==> config.mk <==
export PLATFORM = sky130hd
export DESIGN_NAME = cacheline_adapter_flat
export DESIGN_NICKNAME = d
export VERILOG_FILES = /design/src/rtl/cacheline_adapter_if.sv /design/src/rtl/cacheline_adapter.sv /design/src/flat_wrapper.sv
export SDC_FILE = /design/constraint.sdc
export NUM_CORES = 1
export LEC_CHECK = 0
export ABC_AREA = 0
export BUFFER_PORTS_ARGS = -buffer_cell sky130_fd_sc_hd__buf_2
export CORE_AREA = 5 5 274 276
export CTS_BUF_LIST = sky130_fd_sc_hd__clkbuf_8
export CTS_CLUSTER_SIZE = 24
export DETAILED_ROUTE_END_ITERATION = 16
export DIE_AREA = 0 0 279 281
export HOLD_SLACK_MARGIN = 0.12
export SYNTH_ARGS = -nofsm -noshare
export SYNTH_HDL_FRONTEND = slang
export SYNTH_SLANG_ARGS = --single-unit
==> constraint.sdc <==
create_clock -name clk -period 2.6 [get_ports clk]
set_input_delay 0.39 -clock clk [delete_from_list [all_inputs] [get_ports clk]]
set_output_delay 0.39 -clock clk [all_outputs]
set_load 0.05 [all_outputs]
==> src/rtl/cacheline_adapter_if.sv <==
// Bundle between cache control (pmem_*) and the 64-bit burst memory bus.
// slave: adapter view; master: cache/memory side view.
interface cacheline_adapter_if;
  logic         pmem_read;
  logic         pmem_write;
  logic [31:0]  pmem_address;
  logic [255:0] pmem_wdata;
  logic [255:0] pmem_rdata;
  logic         pmem_resp;
  logic         pmem_error;
  logic         burst_read;
  logic         burst_write;
  logic [31:0]  burst_address;
  logic [63:0]  burst_wdata;
  logic [63:0]  burst_rdata;
  logic         burst_resp;

  modport slave (
    input  pmem_read, pmem_write, pmem_address, pmem_wdata,
    input  burst_rdata, burst_resp,
    output pmem_rdata, pmem_resp, pmem_error,
    output burst_read, burst_write, burst_address, burst_wdata
  );

  modport master (
    output pmem_read, pmem_write, pmem_address, pmem_wdata,
    output burst_rdata, burst_resp,
    input  pmem_rdata, pmem_resp, pmem_error,
    input  burst_read, burst_write, burst_address, burst_wdata
  );
endinterface

==> src/rtl/cacheline_adapter.sv <==
// 256-bit cache line <-> 4x64-bit burst adapter; ports clk, rst_n, bus.
// Optional per-beat watchdog: define CACHELINE_ADAPTER_WATCHDOG_EN.
module cacheline_adapter #(
  parameter int unsigned TIMEOUT_CYCLES = 255
) (
  input  logic clk,
  input  logic rst_n,
  cacheline_adapter_if.slave bus
);
  typedef enum logic [1:0] {
    IDLE, RD, WR, DONE
  } state_t;

  state_t       st_q, st_d;
  logic [1:0]   cnt_q, cnt_d;
  logic [255:0] line_q, line_d;
  logic [255:0] rdata_d;
  logic [31:0]  addr_d;
  logic [63:0]  wdata_d;
  logic         rd_d, wr_d, resp_d, err_d;
  logic         accept, busy, beat, last, tmo;

  assign busy = (st_q == RD) || (st_q == WR);
  assign beat = busy && bus.burst_resp;
  assign last = beat && (cnt_q == 2'd3);

`ifdef CACHELINE_ADAPTER_WATCHDOG_EN
  logic [7:0] wdog_q;

  always_ff @(posedge clk or negedge rst_n) begin
    if (!rst_n) begin
      wdog_q <= '0;
    end else if (accept || beat) begin
      wdog_q <= '0;
    end else if (busy) begin
      wdog_q <= wdog_q + 8'd1;
    end
  end

  // Fires on the idle cycle that would bring the count to the limit.
  assign tmo = busy && !bus.burst_resp &&
               (wdog_q == 8'(TIMEOUT_CYCLES - 1));
`else
  assign tmo = 1'b0;
`endif

  always_ff @(posedge clk or negedge rst_n) begin
    if (!rst_n) begin
      st_q              <= IDLE;
      cnt_q             <= '0;
      line_q            <= '0;
      bus.pmem_rdata    <= '0;
      bus.pmem_resp     <= 1'b0;
      bus.pmem_error    <= 1'b0;
      bus.burst_read    <= 1'b0;
      bus.burst_write   <= 1'b0;
      bus.burst_address <= '0;
      bus.burst_wdata   <= '0;
    end else begin
      st_q              <= st_d;
      cnt_q             <= cnt_d;
      line_q            <= line_d;
      bus.pmem_rdata    <= rdata_d;
      bus.pmem_resp     <= resp_d;
      bus.pmem_error    <= err_d;
      bus.burst_read    <= rd_d;
      bus.burst_write   <= wr_d;
      bus.burst_address <= addr_d;
      bus.burst_wdata   <= wdata_d;
    end
  end

  always_comb begin
    st_d = st_q;
    unique case (st_q)
      IDLE: begin
        if (bus.pmem_write) begin
          st_d = WR;
        end else if (bus.pmem_read) begin
          st_d = RD;
        end
      end
      RD, WR: begin
        if (last || tmo) begin
          st_d = DONE;
        end
      end
      DONE:    st_d = IDLE;
      default: st_d = IDLE;
    endcase
  end

  always_comb begin
    accept = (st_q == IDLE) &&
             (bus.pmem_read || bus.pmem_write);
    line_d = accept ? bus.pmem_wdata : line_q;
    addr_d = accept ? {bus.pmem_address[31:5], 5'b0}
                    : bus.burst_address;
    cnt_d  = cnt_q;
    if (accept) begin
      cnt_d = '0;
    end else if (beat) begin
      cnt_d = cnt_q + 2'd1;
    end
    rdata_d = bus.pmem_rdata;
    if (st_q == RD && bus.burst_resp) begin
      rdata_d[{cnt_q, 6'd0} +: 64] = bus.burst_rdata;
    end
    rd_d    = (st_d == RD);
    wr_d    = (st_d == WR);
    // Registered, so present the slice for the beat count after this edge.
    wdata_d = wr_d ? line_d[{cnt_d, 6'd0} +: 64] : '0;
    resp_d  = (st_d == DONE);
    err_d   = tmo;
  end
endmodule

==> src/flat_wrapper.sv <==
// flat-port wrapper written by rule: the top's interface ports become plain ports
module cacheline_adapter_flat 
#(
  parameter int unsigned TIMEOUT_CYCLES = 255
)
  (clk, rst_n, bus_pmem_read, bus_pmem_write, bus_pmem_address, bus_pmem_wdata, bus_burst_rdata, bus_burst_resp, bus_pmem_rdata, bus_pmem_resp, bus_pmem_error, bus_burst_read, bus_burst_write, bus_burst_address, bus_burst_wdata);
  cacheline_adapter_if bus_i ();
  input  logic clk;
  input  logic rst_n;
  input wire logic [$bits(bus_i.pmem_read)-1:0] bus_pmem_read;
  input wire logic [$bits(bus_i.pmem_write)-1:0] bus_pmem_write;
  input wire logic [$bits(bus_i.pmem_address)-1:0] bus_pmem_address;
  input wire logic [$bits(bus_i.pmem_wdata)-1:0] bus_pmem_wdata;
  input wire logic [$bits(bus_i.burst_rdata)-1:0] bus_burst_rdata;
  input wire logic [$bits(bus_i.burst_resp)-1:0] bus_burst_resp;
  output wire logic [$bits(bus_i.pmem_rdata)-1:0] bus_pmem_rdata;
  output wire logic [$bits(bus_i.pmem_resp)-1:0] bus_pmem_resp;
  output wire logic [$bits(bus_i.pmem_error)-1:0] bus_pmem_error;
  output wire logic [$bits(bus_i.burst_read)-1:0] bus_burst_read;
  output wire logic [$bits(bus_i.burst_write)-1:0] bus_burst_write;
  output wire logic [$bits(bus_i.burst_address)-1:0] bus_burst_address;
  output wire logic [$bits(bus_i.burst_wdata)-1:0] bus_burst_wdata;
  assign bus_i.pmem_read = bus_pmem_read;
  assign bus_i.pmem_write = bus_pmem_write;
  assign bus_i.pmem_address = bus_pmem_address;
  assign bus_i.pmem_wdata = bus_pmem_wdata;
  assign bus_i.burst_rdata = bus_burst_rdata;
  assign bus_i.burst_resp = bus_burst_resp;
  assign bus_pmem_rdata = bus_i.pmem_rdata;
  assign bus_pmem_resp = bus_i.pmem_resp;
  assign bus_pmem_error = bus_i.pmem_error;
  assign bus_burst_read = bus_i.burst_read;
  assign bus_burst_write = bus_i.burst_write;
  assign bus_burst_address = bus_i.burst_address;
  assign bus_burst_wdata = bus_i.burst_wdata;
  cacheline_adapter #(.TIMEOUT_CYCLES(TIMEOUT_CYCLES)) u_core (.clk(clk), .rst_n(rst_n), .bus(bus_i));
endmodule
**Word level (Yosys, flattened, before mapping)**

Index checks and enable logic that the tools add are counted.
Widths: inputs -> output; s select.

- Reduce and logical (&&, ||, !) cells: 8
- Muxes and demuxes: 9
- Equal/unequal tests: 7
- Shift-type cells: 3
- Add/subtract/negate cells: 2

Operator list:

| cell | number |
|---|---|
| $bwmux 256 | 1 |
| $mux 256 | 1 |
| $shift 64x10->256 const A | 1 |
| $shiftx 256x9->64 | 1 |
| $shiftx 64x10->256 | 1 |
| $mux 64 | 1 |
| $eq 2x2->1 const B | 5 |
| $mux 2 | 5 |
| $neg 8->10 | 1 |
| $pmux 2 s3 | 1 |
| $eq 2x1->1 const B | 2 |
| $logic_and 1x1->1 | 4 |
| $add 2x1->2 const B | 1 |
| $logic_not 2->1 | 1 |
| $logic_or 1x1->1 | 2 |
| $reduce_or 2->1 | 1 |

- Output and inout bits: 356
- Logic and storage cells: 38
- Bits of input ports: 357
- Register bits: 610

**Logic depth before layout (Yosys ltp)**

Gate-level depths: netlist of run 1.

- Depth in word-level cells: 8
- Mapped depth: 10
- Mapped depth without buffers: 6

**Least setup slack after synthesis of run 1**

OpenSTA, ideal clock, no wires.

- Path kind: flip-flop to flip-flop
- Start point: reg u_core.cnt_q[0]
- End point: reg u_core.bus.burst_wdata[23]
- Arrival time: 2.095 ns
- Stages on the path, launching flop included: 10
- Data required time: 2.476 ns
- Setup slack: 0.381 ns
- Path buffers: 3
- Clock period less this slack: 2.219 ns
- Library setup time: 0.124 ns
- Path through: dfrtp_1 -> inv_1 -> ha_1 -> and3_1 -> buf_2 -> buf_6 -> buf_4 -> o211ai_1 -> mux2i_1 -> o31a_1

- Longest elaborated chain between the ends: 6

RTL lines:

| what | RTL line | RTL |
|---|---|---|
| start: declaration | cacheline_adapter.sv:15 | `logic [1:0] cnt_q, cnt_d;` |
| start signal: assignment | cacheline_adapter.sv:61 | `cnt_q <= cnt_d;` |
| branches (longest 5 deep; another with $add 2x1->2) | - |  |
| $mux 64 (*) | cacheline_adapter.sv:112 | `wdata_d = wr_d ? line_d[{cnt_d, 6'd0} +: 64] : '0;` |
| net u_core.wdata_d[23] | cacheline_adapter.sv:19 | `logic [63:0] wdata_d;` |
| end signal: assignment | cacheline_adapter.sv:69 | `bus.burst_wdata <= wdata_d;` |
| end: declaration | cacheline_adapter_if.sv:22 | `output burst_read, burst_write, burst_address, burst_wdata` |

Mark *: on every way through the listed nets, which the timed path passes.
A chain may end at the register's enable or synchronous reset.

**Worst setup path after layout of run 1**

- Start point: reg u_core.st_q[1]
- End point: reg u_core.bus.burst_wdata[25]

- Longest elaborated chain between the ends: 8

RTL lines:

| what | RTL line | RTL |
|---|---|---|
| start: declaration | cacheline_adapter.sv:14 | `state_t st_q, st_d;` |
| start signal: assignment | cacheline_adapter.sv:60 | `st_q <= st_d;` |
| branches (longest 7 deep; another with $shiftx 256x9->64) | - |  |
| $mux 64 (*) | cacheline_adapter.sv:112 |  |
| net u_core.wdata_d[25] | cacheline_adapter.sv:19 |  |

Marked as above.

==> results of run 1 <==
[stage by stage]
stage	cells	total power (W)	setup WS [ns]	area, um2	util (%)
2_1_floorplan	2368	0.0264	0.381	25500	-
3_3_place_gp	3896	0.0313	0.0671	30300	41.9
3_5_place_dp	3896	0.0315	0.0434	30300	41.9
4_1_cts	4432	0.0410	0.0270	35900	49.7
5_1_grt	4437	0.0431	0.0452	36000	49.7
6_report	4440	0.0408	0.159	36000	49.7
[power by group]
group | switching, W | leakage (nW) | internal (W)
Sequential | 0.00182 | 7.95 | 0.0127
Combinational | 0.0120 | 9.58 | 0.00535
Clock | 0.00404 | 1.25 | 0.00490
[worst paths after layout]
| kind | slack [ns] | endpoint |
|---|---|---|
| max reg2reg | 0.16 | u_core.bus.burst_wdata[25] |
| min in group asynchronous | 0.25 | u_core.line_q[56] |
| max in group asynchronous | 1.35 | u_core.line_q[93] |
| min | 0.23 | u_core.st_q[1] |
| max | 0.16 | u_core.bus.burst_wdata[25] |
| min reg2reg | 0.47 | u_core.bus.burst_address[22] |
[worst max-delay path, cell delays in order (launching register included)]
cell and delay, ns:
dfrtp_1 0.42, inv_1 0.12, ha_2 0.35, buf_4 0.17, a21bo_4 0.23, a21oi_4 0.20
buf_12 0.22, buf_12 0.21, mux2i_1 0.29, o31a_1 0.15
[cell families after synthesis]
group	after synthesis
fa+ha+maj	8
simple gates	811
buf+inv	219
compound gates	651
flops	610
mux	63
other cells	1
[flip-flops by register name, indices dropped and copies added, names as in the netlist]
register and cells:
u_core.bus.burst_address 27, u_core.bus.burst_read 1, u_core.bus.burst_wdata 64, u_core.bus.burst_write 1, u_core.bus.pmem_rdata 256, u_core.bus.pmem_resp 1
u_core.cnt_q 2, u_core.line_q 256, u_core.st_q 2
[metal layers]
| layer | vias up | wire, um | part of all wire [%] |
|---|---|---|---|
| met4 | 4 | 3080 | 3.3 |
| met2 | 1014 | 45000 | 48 |
| li1 | 10333 | - | - |
| met3 | 192 | 7170 | 7.6 |
| met5 | - | 27 | 0.029 |
| met1 | 11152 | 38500 | 41 |
[cells in the final DEF, fill, tap and decap left out, types with 64 or more instances in the layout]
cell           count
dfrtp_1          610
buf_2            700
nand3_1           65
nand2_1          663
clkbuf_8         130
a22o_1           256
o21ai_0           68
a21oi_1           64
o211ai_1         126
dlygate4sd3_1    349
[final cells by class]
type	count	area (um2)
antenna	8	20.0
clock buffer	130	1790
clock inverter	57	372
fill	6504	36400
inverter	7	26.3
multi-input combinational	1539	9210
sequential	610	15300
tap	959	1200
timing repair buffer	1130	8080
[what timing repair did]
item                                    in CTS  in global routing
hold endpoints to repair                   949                  0
endpoints found under the setup margin       0                 26
resized for setup                            0                  3
hold buffers                               349                  0
==> results.cfg, run 1 <==
[outcome]
status = finished clean

[die]
fp-row-count = 99
die_w_um = 279
initial_core_util_pct = 35.3
die_h_um = 281
die_area_um2 = 78400
design.core.area_um2 = 72300
ios = 713

[power]
p_leak_nw = 18.8
ir_worst_vdd_mv = 0.796
power_density_nw_per_um2 = 1140

[synthesis]
synth.most_common_cell = nand2_1
ys_ff_latch = 610
syn_area_per_cell_um2 = 10.8
synth_edf_count = 0
synth.top_cell.area_share_pct = 59.9
synthSimpleGateAreaFrac_pct = 13.2
synth_top_family_by_area = compound AO/OA/AOI/OAI gates
synthAdderAreaFrac_pct = 0.393
synthXorXnorAreaFrac_pct = 0
postSynth.asyncResetShare_pct = 100
synth_top_flop_cell = dfrtp_1
yosysTopAreaCell = dfrtp_1
synthTopCellsByArea = dfrtp_1 (60%), nand2_1 (9.8%), a22o_1 (8.8%), o211ai_1 (3.7%), mux2i_1 (2.5%)
ys_seq_area_share_pct = 59.9
synth_compound_area_share_pct = 19.6
syn_area_um2 = 25500
synth_mux_area_share_pct = 2.47
yosys-top-cells-count = nand2_1 (663), dfrtp_1 (610), a22o_1 (256), o211ai_1 (126), clkbuf_1 (94)
synthDistinctLibCells = 43
syn-instance-count = 2363
yosysWarnings = 0

[setup_path]
rr_worst_depth = 9
rr_startpoint = u_core.st_q[1]
critPathArrivalTime_ns = 3.07
cp-startpoint = u_core.st_q[1]
critPathMaxFanout = 17
end_kind = register
criticalPathCategory = register to register
worstPathRequired_ns = 3.22
cp-start-kind = register

[grt]
grt_pass1_wl_mm = 144
grt_usage_pct = 23.1
antenna_found_initial = 12
grt_util_met1_pct = 29.8
overflow = 0
grt_max_degree = 113
grt_pass1_vias = 23575
gr-usage-met3_pct = 5.41
top_usage_layer = met2
use_met2_pct = 38.5

[flow_run]
maxCapViolations = 0

[routing]
ant_nets = 0
vias = 22695
drc_errors = 0
drtIter0Drc = 1606
viasPerCell = 5.11
wire_per_inst_um = 21.1
drt_wl_total_mm = 93.8
firstDrtPassIters = 5

[timing]
setup_viol = 0
rsz0062_at_grt = false
tns_ns = 0
fmax_mhz = 410
slew_violations = 0
hold_viol = 0
max_slew.worst_pin.slew_ns = 0.923
finClkSkew_ns = 0.0305
period_share_pct = 93.9
min_period_ns = 2.44
timing.hold.ws_ns = 0.231
max_slew_margin_pct = 38.4

[clock_tree]
tritoncts = done
worstSkewPairLatency_ns = 0.69
cts_sinks = 610
htree_levels = 3
ctsLongestPathBuffers = 3
root_buffer = clkbuf_8
cts_setup_buffers = 0
cts_made_buffers = 103
path_clk_slew_ns = 0.06

[hold_path]
min_from = bus_pmem_read
holdPathStages = 4
hold_path_class = primary input to register

[placement]
gp_congestion = 0.837
io_buffers = 701
dp_hpwl_mm = 61.0

[layout]
final_layout_size_suffix_gt1_share_pct = 27.4
num-nets-final = 3756
syn_to_final_growth_pct = 41.0
Note: power is estimated with default switching activity, not from simulation.
==> run 2: changes to the inputs <==
--- a/config.mk
+++ b/config.mk
@@ -8,7 +8,7 @@
 export ABC_AREA = 0
 export BUFFER_PORTS_ARGS = -buffer_cell sky130_fd_sc_hd__buf_2
 export CORE_AREA = 5 5 274 276
-export CTS_BUF_LIST = sky130_fd_sc_hd__clkbuf_8
+export CTS_BUF_LIST = sky130_fd_sc_hd__clkbuf_4 sky130_fd_sc_hd__clkbuf_8
 export CTS_CLUSTER_SIZE = 24
 export DETAILED_ROUTE_END_ITERATION = 16
 export DIE_AREA = 0 0 279 281
==> run 2 against run 1 <==
Compared with the run above:
- global-route usage hardly changed
- total power is 1.3% higher
- first-iteration DRC count is 7.5% higher
- flip-flop and latch count stayed put
- clock skew is 0.0021 ns higher
- highest routed layer unchanged
- critical endpoint is now u_core.bus.burst_wdata[22]
- critical path depth stayed put
==> results.cfg, run 2 (synthesis gave the netlist of run 1 again) <==
[routing]
drt_wl_total_mm = 93.9
firstDrtPassIters = 5
ant_nets = 0
drc_errors = 0
drtIter0Drc = 1727
vias = 22730
wire_per_inst_um = 21.1
viasPerCell = 5.12

[setup_path]
critPathArrivalTime_ns = 3.05
criticalPathCategory = register to register
worstPathRequired_ns = 3.21
end_kind = register
cp-start-kind = register
critPathMaxFanout = 17

[layout]
final_common_cell = buf_2
final_layout_size_suffix_gt1_share_pct = 28.5
stdcell_area_um2 = 36100
final_cell_mix = buf_2 (700), nand2_1 (663), dfrtp_1 (610)
syn_to_final_growth_pct = 41.6
num-nets-final = 3756
reg_top3 = u_core.bus.pmem_rdata x256, u_core.line_q x256, u_core.bus.burst_wdata x64

[die]
die_area_um2 = 78400
design.core.area_um2 = 72300
ios = 713
die_w_um = 279
die_h_um = 281
initial_core_util_pct = 35.3
fp-row-count = 99

[clock_tree]
worstSkewPairLatency_ns = 0.69
cts_setup_buffers = 0
ctsLongestPathBuffers = 3
tritoncts = done
path_clk_slew_ns = 0.06
root_buffer = clkbuf_8
cts_sinks = 610
htree_levels = 3
cts_made_buffers = 103

[grt]
grt_pass1_wl_mm = 144
grt_pass1_vias = 23517
grt_usage_pct = 23.1
overflow = 0
grt_max_degree = 113
antenna_found_initial = 12

[placement]
dp_hpwl_mm = 61.0
place_ws_ns = 0.0434
io_buffers = 701
gp_congestion = 0.837
place_area_um2 = 30300

[timing]
min_period_ns = 2.44
timing.hold.ws_ns = 0.227
setup_ws_ns = 0.156
max_slew_margin_pct = 39.5
tns_ns = 0
max_slew.worst_pin.slew_ns = 0.908
fmax_mhz = 409
rsz0062_at_grt = false
slew_violations = 0
period_share_pct = 94.0
finClkSkew_ns = 0.0326
setup_viol = 0
hold_viol = 0

[power]
ir_worst_vdd_mv = 0.795
internal_power_w = 0.0235
combPwrFrac_pct = 41.8
p_sw_share_pct = 43.1
p_leak_nw = 18.8
switching_power_w = 0.0178
power_density_nw_per_um2 = 1150
power.total_w = 0.0414
pwr-share-seq_pct = 35.2
clockPowerShare_pct = 22.9

[hold_path]
hold_path_class = primary input to register

[outcome]
status = finished clean

[flow_run]
maxCapViolations = 0
run 2: worst paths after layout:
check                                  start                          to  slack, ns  cells after the start
max                           u_core.st_q[1]  u_core.bus.burst_wdata[22]       0.16                      9
min                            bus_pmem_read              u_core.st_q[1]       0.23                      4
max reg2reg                   u_core.st_q[1]  u_core.bus.burst_wdata[22]       0.16                      9
min reg2reg                u_core.line_q[62]           u_core.line_q[62]       0.47                      2
max in group asynchronous              rst_n           u_core.line_q[93]       1.35                      4
min in group asynchronous              rst_n           u_core.line_q[56]       0.25                      2
run 2: power by group through the flow:
stage	clock, W	combinational, W	sequential [W]
floorplan	0	0.00783	0.0185
global placement	0	0.0167	0.0146
detailed placement	0	0.0169	0.0146
CTS	0.00970	0.0173	0.0145
global route	0.0101	0.0186	0.0149
finish	0.00949	0.0173	0.0146
run 2: through the flow:
stage               std cells  utilization [%]
global placement         3896             41.9
detailed placement       3896             41.9
global route             4437             49.9
finish                   4440             49.9
floorplan                2368                -
CTS                      4432             49.9
run 2: repair_timing:
| action | 4_1_cts | 5_1_grt |
|---|---|---|
| resized for setup | 0 | 3 |
| hold buffers | 349 | 0 |
| setup endpoints to repair | 0 | 26 |
| endpoints found under the hold margin | 951 | 0 |
run 2: critical path: stages (launching register included):
cell	delay (ns)
dfrtp_1	0.42
inv_1	0.12
ha_2	0.35
buf_4	0.17
a21bo_4	0.23
a21oi_4	0.20
buf_12	0.22
buf_12	0.21
mux2i_1	0.28
o31a_1	0.15
run 2: area by class of cell:
| class | count | area [um2] |
|---|---|---|
| flip-flops and latches | 610 | 15300 |
| well taps | 959 | 1200 |
| diodes | 8 | 20.0 |
| repair buffers | 1130 | 8080 |
| inverters | 7 | 26.3 |
| clock inverters | 19 | 229 |
| fillers | 6487 | 36200 |
| multi-input cells | 1539 | 9210 |
| clock buffers | 168 | 2070 |
run 2: per-layer routing:
layer	track usage, %	wire length [um]	up-vias
met5	0	27	-
met4	7.95	2910	4
met3	5.25	7150	181
met2	38.6	45000	995
met1	30.0	38800	11219
li1	-	-	10331
